--- config.mk ---
export PLATFORM = sky130hd
export DESIGN_NAME = mmio_responder_flat
export DESIGN_NICKNAME = d
export VERILOG_FILES = /design/src/rtl/mmio_responder_if.sv /design/src/rtl/mmio_responder.sv /design/src/flat_wrapper.sv
export SDC_FILE = /design/constraint.sdc
export NUM_CORES = 1
export LEC_CHECK = 0
export BUFFER_PORTS_ARGS = -buffer_cell sky130_fd_sc_hd__clkbuf_2
export CAP_MARGIN = 10
export CORE_ASPECT_RATIO = 0.75
export CORE_UTILIZATION = 55
export CTS_CLUSTER_SIZE = 28
export DETAILED_ROUTE_END_ITERATION = 10
export GPL_ROUTABILITY_DRIVEN = 0
export PLACE_DENSITY = 0.81
export REMOVE_ABC_BUFFERS = 1
export SYNTH_ARGS = -nofsm -noshare
export SYNTH_HDL_FRONTEND = slang
export SYNTH_SLANG_ARGS = --single-unit
--- constraint.sdc ---
create_clock -name clk -period 3.2 [get_ports clk]
set_input_delay 0.64 -clock clk [delete_from_list [all_inputs] [get_ports clk]]
set_output_delay 0.64 -clock clk [all_outputs]
set_load 0.02 [all_outputs]
--- src/rtl/mmio_responder_if.sv ---
// Core-side MMIO bus: address, store/load strobes, store data, read data and hit flag.
// Read data and hit are combinational from the address; stores and load side effects act on the clock edge.
interface mmio_responder_if #(
   parameter int DBITS = 32
);
   logic [DBITS-1:0] memAddr;
   logic             memWrtEn;
   logic [DBITS-1:0] memWrtData;
   logic             memRdEn;
   logic [DBITS-1:0] memRdData;
   logic             addrHit;

   modport master (
      output memAddr, memWrtEn, memWrtData, memRdEn,
      input  memRdData, addrHit
   );

   modport slave (
      input  memAddr, memWrtEn, memWrtData, memRdEn,
      output memRdData, addrHit
   );
endinterface

--- src/rtl/mmio_responder.sv ---
// MMIO peripheral responder: HEX/LEDR/LEDG output registers, debounced KEY/SW with ready/overrun status.
// Stores land on the next edge, reads are combinational; never stalls the core (no backpressure).

module mmio_input_group #(
   parameter int W               = 4,
   parameter bit INVERT          = 1'b0,
   parameter int DEBOUNCE_CYCLES = 4
) (
   input  logic         clk,
   input  logic         reset,
   input  logic [W-1:0] i_raw,
   input  logic         i_load,
   input  logic         i_ovr_clr,
   output logic [W-1:0] o_data,
   output logic         o_ready,
   output logic         o_overrun
);
   localparam int            CW       = $clog2(DEBOUNCE_CYCLES);
   localparam logic [CW-1:0] CNT_MAX  = CW'(DEBOUNCE_CYCLES - 1);
   // Sync flops reset to the idle level of the raw pin (keys idle high)
   localparam logic [W-1:0]  SYNC_RST = {W{INVERT}};

   typedef enum logic {ST_IDLE, ST_PENDING} st_t;

   st_t           r_state, w_state_nxt;
   logic          r_ovr, w_ovr_nxt;
   logic [W-1:0]  r_sync1, r_sync2, r_cand, r_data;
   logic [CW-1:0] r_cnt;
   logic [W-1:0]  w_sync;
   logic          w_event;

   assign w_sync  = INVERT ? ~r_sync2 : r_sync2;
   assign w_event = (r_cnt == CNT_MAX) && (r_cand != r_data);

   always_ff @(posedge clk or negedge reset) begin
      if (!reset) begin
         r_sync1 <= SYNC_RST;
         r_sync2 <= SYNC_RST;
         r_cand  <= '0;
         r_cnt   <= '0;
         r_data  <= '0;
      end else begin
         r_sync1 <= i_raw;
         r_sync2 <= r_sync1;
         if (w_sync != r_cand) begin
            r_cand <= w_sync;
            r_cnt  <= '0;
         end else if (r_cnt != CNT_MAX) begin
            r_cnt <= r_cnt + 1'b1;
         end
         if (w_event) begin
            r_data <= r_cand;
         end
      end
   end

   always_ff @(posedge clk or negedge reset) begin
      if (!reset) begin
         r_state <= ST_IDLE;
         r_ovr   <= 1'b0;
      end else begin
         r_state <= w_state_nxt;
         r_ovr   <= w_ovr_nxt;
      end
   end

   // A load coinciding with an event consumes the old event; the new one stays pending
   always_comb begin
      w_state_nxt = r_state;
      w_ovr_nxt   = r_ovr;
      case (r_state)
         ST_IDLE: begin
            if (w_event) begin
               w_state_nxt = ST_PENDING;
            end
            if (i_ovr_clr) begin
               w_ovr_nxt = 1'b0;
            end
         end
         ST_PENDING: begin
            if (w_event) begin
               if (!i_load) begin
                  w_ovr_nxt = 1'b1;
               end else if (i_ovr_clr) begin
                  w_ovr_nxt = 1'b0;
               end
            end else begin
               if (i_load) begin
                  w_state_nxt = ST_IDLE;
               end
               if (i_ovr_clr) begin
                  w_ovr_nxt = 1'b0;
               end
            end
         end
         default: begin
            w_state_nxt = ST_IDLE;
         end
      endcase
   end

   assign o_data    = r_data;
   assign o_ready   = (r_state == ST_PENDING);
   assign o_overrun = r_ovr;
endmodule

module mmio_responder #(
   parameter int               DBITS           = 32,
   parameter logic [DBITS-1:0] ADDR_HEX        = 32'hF0000000,
   parameter logic [DBITS-1:0] ADDR_LEDR       = 32'hF0000004,
   parameter logic [DBITS-1:0] ADDR_LEDG       = 32'hF0000008,
   parameter logic [DBITS-1:0] ADDR_KEY        = 32'hF0000010,
   parameter logic [DBITS-1:0] ADDR_SW         = 32'hF0000014,
   parameter logic [DBITS-1:0] ADDR_KCTRL      = 32'hF0000110,
   parameter logic [DBITS-1:0] ADDR_SCTRL      = 32'hF0000114,
   parameter int               DEBOUNCE_CYCLES = 500000
) (
   input  logic                clk,
   input  logic                reset,
   mmio_responder_if.slave     bus,
   input  logic [3:0]          KEY,
   input  logic [9:0]          SW,
   output logic [6:0]          HEX0,
   output logic [6:0]          HEX1,
   output logic [6:0]          HEX2,
   output logic [6:0]          HEX3,
   output logic [9:0]          LEDR,
   output logic [7:0]          LEDG
);
   logic [15:0]      r_hex;
   logic [9:0]       r_ledr;
   logic [7:0]       r_ledg;

   logic             w_hit_hex, w_hit_ledr, w_hit_ledg, w_hit_key, w_hit_sw, w_hit_kctrl, w_hit_sctrl;
   logic [3:0]       w_key_data;
   logic [9:0]       w_sw_data;
   logic             w_key_rdy, w_key_ovr, w_sw_rdy, w_sw_ovr;
   logic             w_key_load, w_sw_load, w_key_clr, w_sw_clr;
   logic [DBITS-1:0] w_rd_data;
   logic             w_unused;

   assign w_hit_hex   = (bus.memAddr == ADDR_HEX);
   assign w_hit_ledr  = (bus.memAddr == ADDR_LEDR);
   assign w_hit_ledg  = (bus.memAddr == ADDR_LEDG);
   assign w_hit_key   = (bus.memAddr == ADDR_KEY);
   assign w_hit_sw    = (bus.memAddr == ADDR_SW);
   assign w_hit_kctrl = (bus.memAddr == ADDR_KCTRL);
   assign w_hit_sctrl = (bus.memAddr == ADDR_SCTRL);
   assign bus.addrHit = w_hit_hex | w_hit_ledr | w_hit_ledg | w_hit_key |
                        w_hit_sw | w_hit_kctrl | w_hit_sctrl;

   assign w_unused = ^bus.memWrtData[DBITS-1:16];

   always_ff @(posedge clk or negedge reset) begin
      if (!reset) begin
         r_hex  <= '0;
         r_ledr <= '0;
         r_ledg <= '0;
      end else if (bus.memWrtEn) begin
         if (w_hit_hex)  r_hex  <= bus.memWrtData[15:0];
         if (w_hit_ledr) r_ledr <= bus.memWrtData[9:0];
         if (w_hit_ledg) r_ledg <= bus.memWrtData[7:0];
      end
   end

   // Status writes only ever clear overrun, and only when bit 2 is written as 0
   assign w_key_load = bus.memRdEn & w_hit_key;
   assign w_sw_load  = bus.memRdEn & w_hit_sw;
   assign w_key_clr  = bus.memWrtEn & w_hit_kctrl & ~bus.memWrtData[2];
   assign w_sw_clr   = bus.memWrtEn & w_hit_sctrl & ~bus.memWrtData[2];

   mmio_input_group #(
      .W               (4),
      .INVERT          (1'b1),
      .DEBOUNCE_CYCLES (DEBOUNCE_CYCLES)
   ) u_key (
      .clk       (clk),
      .reset     (reset),
      .i_raw     (KEY),
      .i_load    (w_key_load),
      .i_ovr_clr (w_key_clr),
      .o_data    (w_key_data),
      .o_ready   (w_key_rdy),
      .o_overrun (w_key_ovr)
   );

   mmio_input_group #(
      .W               (10),
      .INVERT          (1'b0),
      .DEBOUNCE_CYCLES (DEBOUNCE_CYCLES)
   ) u_sw (
      .clk       (clk),
      .reset     (reset),
      .i_raw     (SW),
      .i_load    (w_sw_load),
      .i_ovr_clr (w_sw_clr),
      .o_data    (w_sw_data),
      .o_ready   (w_sw_rdy),
      .o_overrun (w_sw_ovr)
   );

   always_comb begin
      w_rd_data = '0;
      if (w_hit_hex)   w_rd_data = {{(DBITS-16){1'b0}}, r_hex};
      if (w_hit_ledr)  w_rd_data = {{(DBITS-10){1'b0}}, r_ledr};
      if (w_hit_ledg)  w_rd_data = {{(DBITS-8){1'b0}}, r_ledg};
      if (w_hit_key)   w_rd_data = {{(DBITS-4){1'b0}}, w_key_data};
      if (w_hit_sw)    w_rd_data = {{(DBITS-10){1'b0}}, w_sw_data};
      if (w_hit_kctrl) w_rd_data = {{(DBITS-3){1'b0}}, w_key_ovr, 1'b0, w_key_rdy};
      if (w_hit_sctrl) w_rd_data = {{(DBITS-3){1'b0}}, w_sw_ovr, 1'b0, w_sw_rdy};
   end

   assign bus.memRdData = w_rd_data;

   // Active-low segments, bit 6 = g ... bit 0 = a
   function automatic logic [6:0] seg7(input logic [3:0] d);
      logic [6:0] s;
      case (d)
         4'h0: s = 7'b1000000;
         4'h1: s = 7'b1111001;
         4'h2: s = 7'b0100100;
         4'h3: s = 7'b0110000;
         4'h4: s = 7'b0011001;
         4'h5: s = 7'b0010010;
         4'h6: s = 7'b0000010;
         4'h7: s = 7'b1111000;
         4'h8: s = 7'b0000000;
         4'h9: s = 7'b0010000;
         4'hA: s = 7'b0001000;
         4'hB: s = 7'b0000011;
         4'hC: s = 7'b1000110;
         4'hD: s = 7'b0100001;
         4'hE: s = 7'b0000110;
         default: s = 7'b0001110;
      endcase
      return s;
   endfunction

   assign HEX0 = seg7(r_hex[3:0]);
   assign HEX1 = seg7(r_hex[7:4]);
   assign HEX2 = seg7(r_hex[11:8]);
   assign HEX3 = seg7(r_hex[15:12]);
   assign LEDR = r_ledr;
   assign LEDG = r_ledg;
endmodule
--- src/flat_wrapper.sv ---
// flat-port wrapper written by rule: the top's interface ports become plain ports
module mmio_responder_flat 
#(
   parameter int               DBITS           = 32,
   parameter logic [DBITS-1:0] ADDR_HEX        = 32'hF0000000,
   parameter logic [DBITS-1:0] ADDR_LEDR       = 32'hF0000004,
   parameter logic [DBITS-1:0] ADDR_LEDG       = 32'hF0000008,
   parameter logic [DBITS-1:0] ADDR_KEY        = 32'hF0000010,
   parameter logic [DBITS-1:0] ADDR_SW         = 32'hF0000014,
   parameter logic [DBITS-1:0] ADDR_KCTRL      = 32'hF0000110,
   parameter logic [DBITS-1:0] ADDR_SCTRL      = 32'hF0000114,
   parameter int               DEBOUNCE_CYCLES = 500000
)
  (clk, reset, KEY, SW, HEX0, HEX1, HEX2, HEX3, LEDR, LEDG, bus_memAddr, bus_memWrtEn, bus_memWrtData, bus_memRdEn, bus_memRdData, bus_addrHit);
  mmio_responder_if #(.DBITS(DBITS)) bus_i ();
  input  logic clk;
  input  logic reset;
  input  logic [3:0] KEY;
  input  logic [9:0] SW;
  output logic [6:0] HEX0;
  output logic [6:0] HEX1;
  output logic [6:0] HEX2;
  output logic [6:0] HEX3;
  output logic [9:0] LEDR;
  output logic [7:0] LEDG;
  input wire logic [$bits(bus_i.memAddr)-1:0] bus_memAddr;
  input wire logic [$bits(bus_i.memWrtEn)-1:0] bus_memWrtEn;
  input wire logic [$bits(bus_i.memWrtData)-1:0] bus_memWrtData;
  input wire logic [$bits(bus_i.memRdEn)-1:0] bus_memRdEn;
  output wire logic [$bits(bus_i.memRdData)-1:0] bus_memRdData;
  output wire logic [$bits(bus_i.addrHit)-1:0] bus_addrHit;
  assign bus_i.memAddr = bus_memAddr;
  assign bus_i.memWrtEn = bus_memWrtEn;
  assign bus_i.memWrtData = bus_memWrtData;
  assign bus_i.memRdEn = bus_memRdEn;
  assign bus_memRdData = bus_i.memRdData;
  assign bus_addrHit = bus_i.addrHit;
  mmio_responder #(.DBITS(DBITS), .ADDR_HEX(ADDR_HEX), .ADDR_LEDR(ADDR_LEDR), .ADDR_LEDG(ADDR_LEDG), .ADDR_KEY(ADDR_KEY), .ADDR_SW(ADDR_SW), .ADDR_KCTRL(ADDR_KCTRL), .ADDR_SCTRL(ADDR_SCTRL), .DEBOUNCE_CYCLES(DEBOUNCE_CYCLES)) u_core (.clk(clk), .reset(reset), .bus(bus_i), .KEY(KEY), .SW(SW), .HEX0(HEX0), .HEX1(HEX1), .HEX2(HEX2), .HEX3(HEX3), .LEDR(LEDR), .LEDG(LEDG));
endmodule
==> metrics.md <==
| Metric | Value |
|---|---|
| Async set-reset flop share out of synthesis | 100% |
| Post-route ant nets | 0 |
| Gr ovfl total | 0 |
| Layout cells sized above 1 | a little under a third |
| Peak VDD IR | 0.456 mV |
| Vias | 5519 |
| Highest-delay cell along the critical path | or4b_2 |
| Register area share after synthesis | between 40 and 50% |
| Post-Layout Inst Area | ~8400 um2 |
| Synth cell types | 60 |
| Status | finished, final reports clean |
| Leading post-synthesis cells by cell area | dfrtp_1 44%, mux2_2 8.0%, xor2_1 4.8% |
| Worst-path clk slew | 60 ps |
| Root buffer cell | clkbuf_16 |
| DRC viols | 0 |
| Adder-cell share of the synthesized area | 4.64% |
| Vias in the first global route | about 5400 |
| Final hold violations | 0 |
| H-tree depth | 4 |
| Starting Density | a little under three fifths |
| Multiplexer share of the synthesized area | under 10% |
| Hold endpoint | u_core.u_key.r_sync1[1] |
| Post-synth top flop | dfrtp_1 |
| CP delay by family, top | simple AND/OR/NAND/NOR gates |
| Crit end category | output pin |
| Period minus WS final | 3180 ps |
| Slew Limit Headroom | 45.0% |
| Yosys reg bits | 132 |
| P per Cell Area | between 400 and 500 nW/um2 |
| Final Skew | 6.45 ps |
| F_max | 0.314 GHz |
| Synth top cells by count | 124 x dfrtp_1, 52 x nor2_1, 50 x mux2_2, 47 x nand2_1, 38 x xor2_1 |
| Cell chain of the critical path | clkbuf_2 > nor3_1 > nand2_1 > buf_4 > or4b_2 > o21ai_0 > a221oi_1 > clkbuf_2 |
| Non-Filler Instances | between 900 and 1000 |
| FF-to-FF setup slack | between 900 and 1000 ps |
| WP buf/inv | 3 |
| Routed WL | 16.0 mm |
| Iter 0 DRT Violations | ~330 |
| # diodes | 0 |
| Xor and xnor area share after synthesis | 7.13% |
| Hpwl dp | between 10 and 15 mm |
| All-Layer GR Usage | about a quarter |
| Static leakage | slightly below 4 nW |
| Avg Inst Size Synth | 10.5 um2 |
| Synth Cell Area | 7010 um2 |
| Share of the synthesized area in the top cell type | between 40% and 50% |
| Min-Delay Path Depth | 1 |
| Synth Area in Simple Gates | 17.8% |
| Element type at the critical path start | input port |
| Number of synthesized flops with an enable pin | 0 |
| Die height | between 90 and 100 um |
| Top-count cell post-synth | dfrtp_1 |
| Area leader, netlist | dfrtp_1 |
| First-pass GRT wire length | about 27 mm |
| Num CTS Buffers | 17 |
| Drt via density | about 5.6 |
| Initial antenna violation count | 0 |
| Row count | 35 |
| Worst path max stage delay | about 640 ps |
| Worst slew pin tran | 815 ps |
| Crit-path most repeated cell | clkbuf_2 |
| Post-synthesis compound-gate area fraction | between 9 and 10% |
| Nets@finish | 913 |
| Clock sinks | between 100 and 150 |
| Die area | approximately 13000 um2 |
| Worst Path Arrival | ~2500 ps |
| HP Class | input port to flip-flop |
| TritonCTS clock tree | done |
| Main combinational cell family by area after synthesis | simple AND/OR/NAND/NOR gates |
| Largest net degree at the start of global routing | approximately 130 |
| Die width | 132 um |
| Synthesis warning total | 0 |
| Layout overhead on the synthesized area | 20.3% |
| CTS Buffer Depth | 2 |
| # IOs | approximately 160 |
| Buffers on Ports | 128 |
| Worst hold start | KEY[1] |
| WL/cell | between 15 and 20 um |
| Core area | between 10000 and 15000 um2 |
| Post-CTS Repair Setup Buffers | 0 |
| Dpl cell area | 7830 um2 |
| Critical R2R Launch | u_core.u_sw.r_cand[4] |
| CP required | between 2000 and 3000 ps |
| FILL cells | roughly 900 |
| Worst Path Max Fanout | 8 |
| Worst r2r dst | u_core.u_sw.r_cnt[4] |
| Cell count after synthesis | 669 |
| R2R cell count | 4 |
| Maxcap violations | 0 |
| Slew Viols, Final | 0 |
| Kind of critical path | input port to output pin |
| Placed Cells incl. Taps | approximately 950 |
| Initial DRT Pass Iterations | 6 |
| CP Depth | 8 |
| Period Utilization, post-route | 99.4% |
| Final setup violation count | 0 |
| RSZ-0062 raised after global routing | yes |
| Clk_lat worst skew | 420 ps |
## stage by stage
stage	setup WS [ps]	utilization [%]	hold slack, ps	TNS (ps)	total power, mW
final	19.2	68.2	298	0	3.78
after global routing	-54.3	68.2	282	-107	3.90
after CTS	14.9	68.1	286	0	3.80
after detailed placement	41.7	63.4	336	0	1.92
after global placement	80.9	63.4	336	0	1.91
after floorplan	324	-	331	0	1.81
## layout by cell type, fill, tap and decap left out, types with 5 or more instances in the layout
cell type,instances
o21ai_0,35
and4_1,5
inv_6,6
buf_4,18
conb_1,16
and3_1,7
xnor2_1,19
nor3_1,13
mux2i_1,10
nand4_1,11
ha_1,26
nor2_1,52
mux2_2,50
clkbuf_16,17
nor4_1,9
inv_1,17
dfrtp_1,124
clkbuf_2,127
nand2b_1,12
and2_1,9
a21oi_1,25
nand2_1,47
nor2b_1,11
dfstp_2,8
or3_1,7
nand3_1,17
o22ai_1,5
xor2_1,38
## cell families (layout without fill, tap and decap cells)
group / after synthesis / in the layout
and+or+nand+nor: 229 / 229
AOI/OAI and AO/OA: 101 / 101
buffers and inverters: 62 / 196
DFF: 132 / 132
other: 1 / 16
muxes: 61 / 61
adders and majority gates: 26 / 26
xor gates and xnor gates: 57 / 57
## area by class of cell
class | instances | area (um2) | share of cell area, %
multi-input cells | 490 | 3470 | 41.1
flip-flops and latches | 132 | 3310 | 39.3
inverters | 18 | 67.6 | 0.802
clock inverters | 14 | 141 | 1.68
well taps | 166 | 208 | 2.46
repair buffers | 146 | 791 | 9.38
clock buffers | 18 | 439 | 5.21
## layer usage
layer  routed length (um)  track usage (%)  vias up
met5                    0                0        -
li1                     -                -     2607
met4                  393             12.0        0
met2                 7340             40.0      213
met1                 7260             34.8     2662
met3                  960             4.64       37
## state kept, by name (all words and copies together) (netlist names), 4 cells and up
| name | cells |
|---|---|
| u_core.LEDG | 8 |
| u_core.LEDR | 10 |
| u_core.r_hex | 16 |
| u_core.u_key.o_data | 4 |
| u_core.u_key.r_cand | 4 |
| u_core.u_key.r_cnt | 19 |
| u_core.u_key.r_sync1 | 4 |
| u_core.u_key.r_sync2 | 4 |
| u_core.u_sw.o_data | 10 |
| u_core.u_sw.r_cand | 10 |
| u_core.u_sw.r_cnt | 19 |
| u_core.u_sw.r_sync1 | 10 |
| u_core.u_sw.r_sync2 | 10 |
## worst max path at each step
stage          slack, ps             from               end
6_report              20   bus_memAddr[9]  bus_memRdData[1]
5_1_grt              -50  bus_memAddr[13]  bus_memRdData[1]
4_1_cts               10  bus_memAddr[13]  bus_memRdData[1]
3_5_place_dp          40  bus_memAddr[13]  bus_memRdData[3]
3_3_place_gp          80  bus_memAddr[13]  bus_memRdData[1]
2_1_floorplan        320  bus_memAddr[22]  bus_memRdData[0]
## worst reg2reg max path, stage by stage, from the launching register on
cell and delay, ps:
dfrtp_1 430, xor2_1 190, nor4_1 300, nand4_1 690
a211oi_1 490
## power by group
group          internal [mW]  switching (mW)
Clock                   1.11           0.774
Combinational         0.0615           0.104
Sequential              1.70          0.0247
Total                   2.87           0.903
## timing repair
item | 4_1_cts | 5_1_grt
hold buffers | 0 | 0
resized for setup | 0 | 2
setup endpoints to repair | 0 | 8
Power figures use the tool's default switching activity.
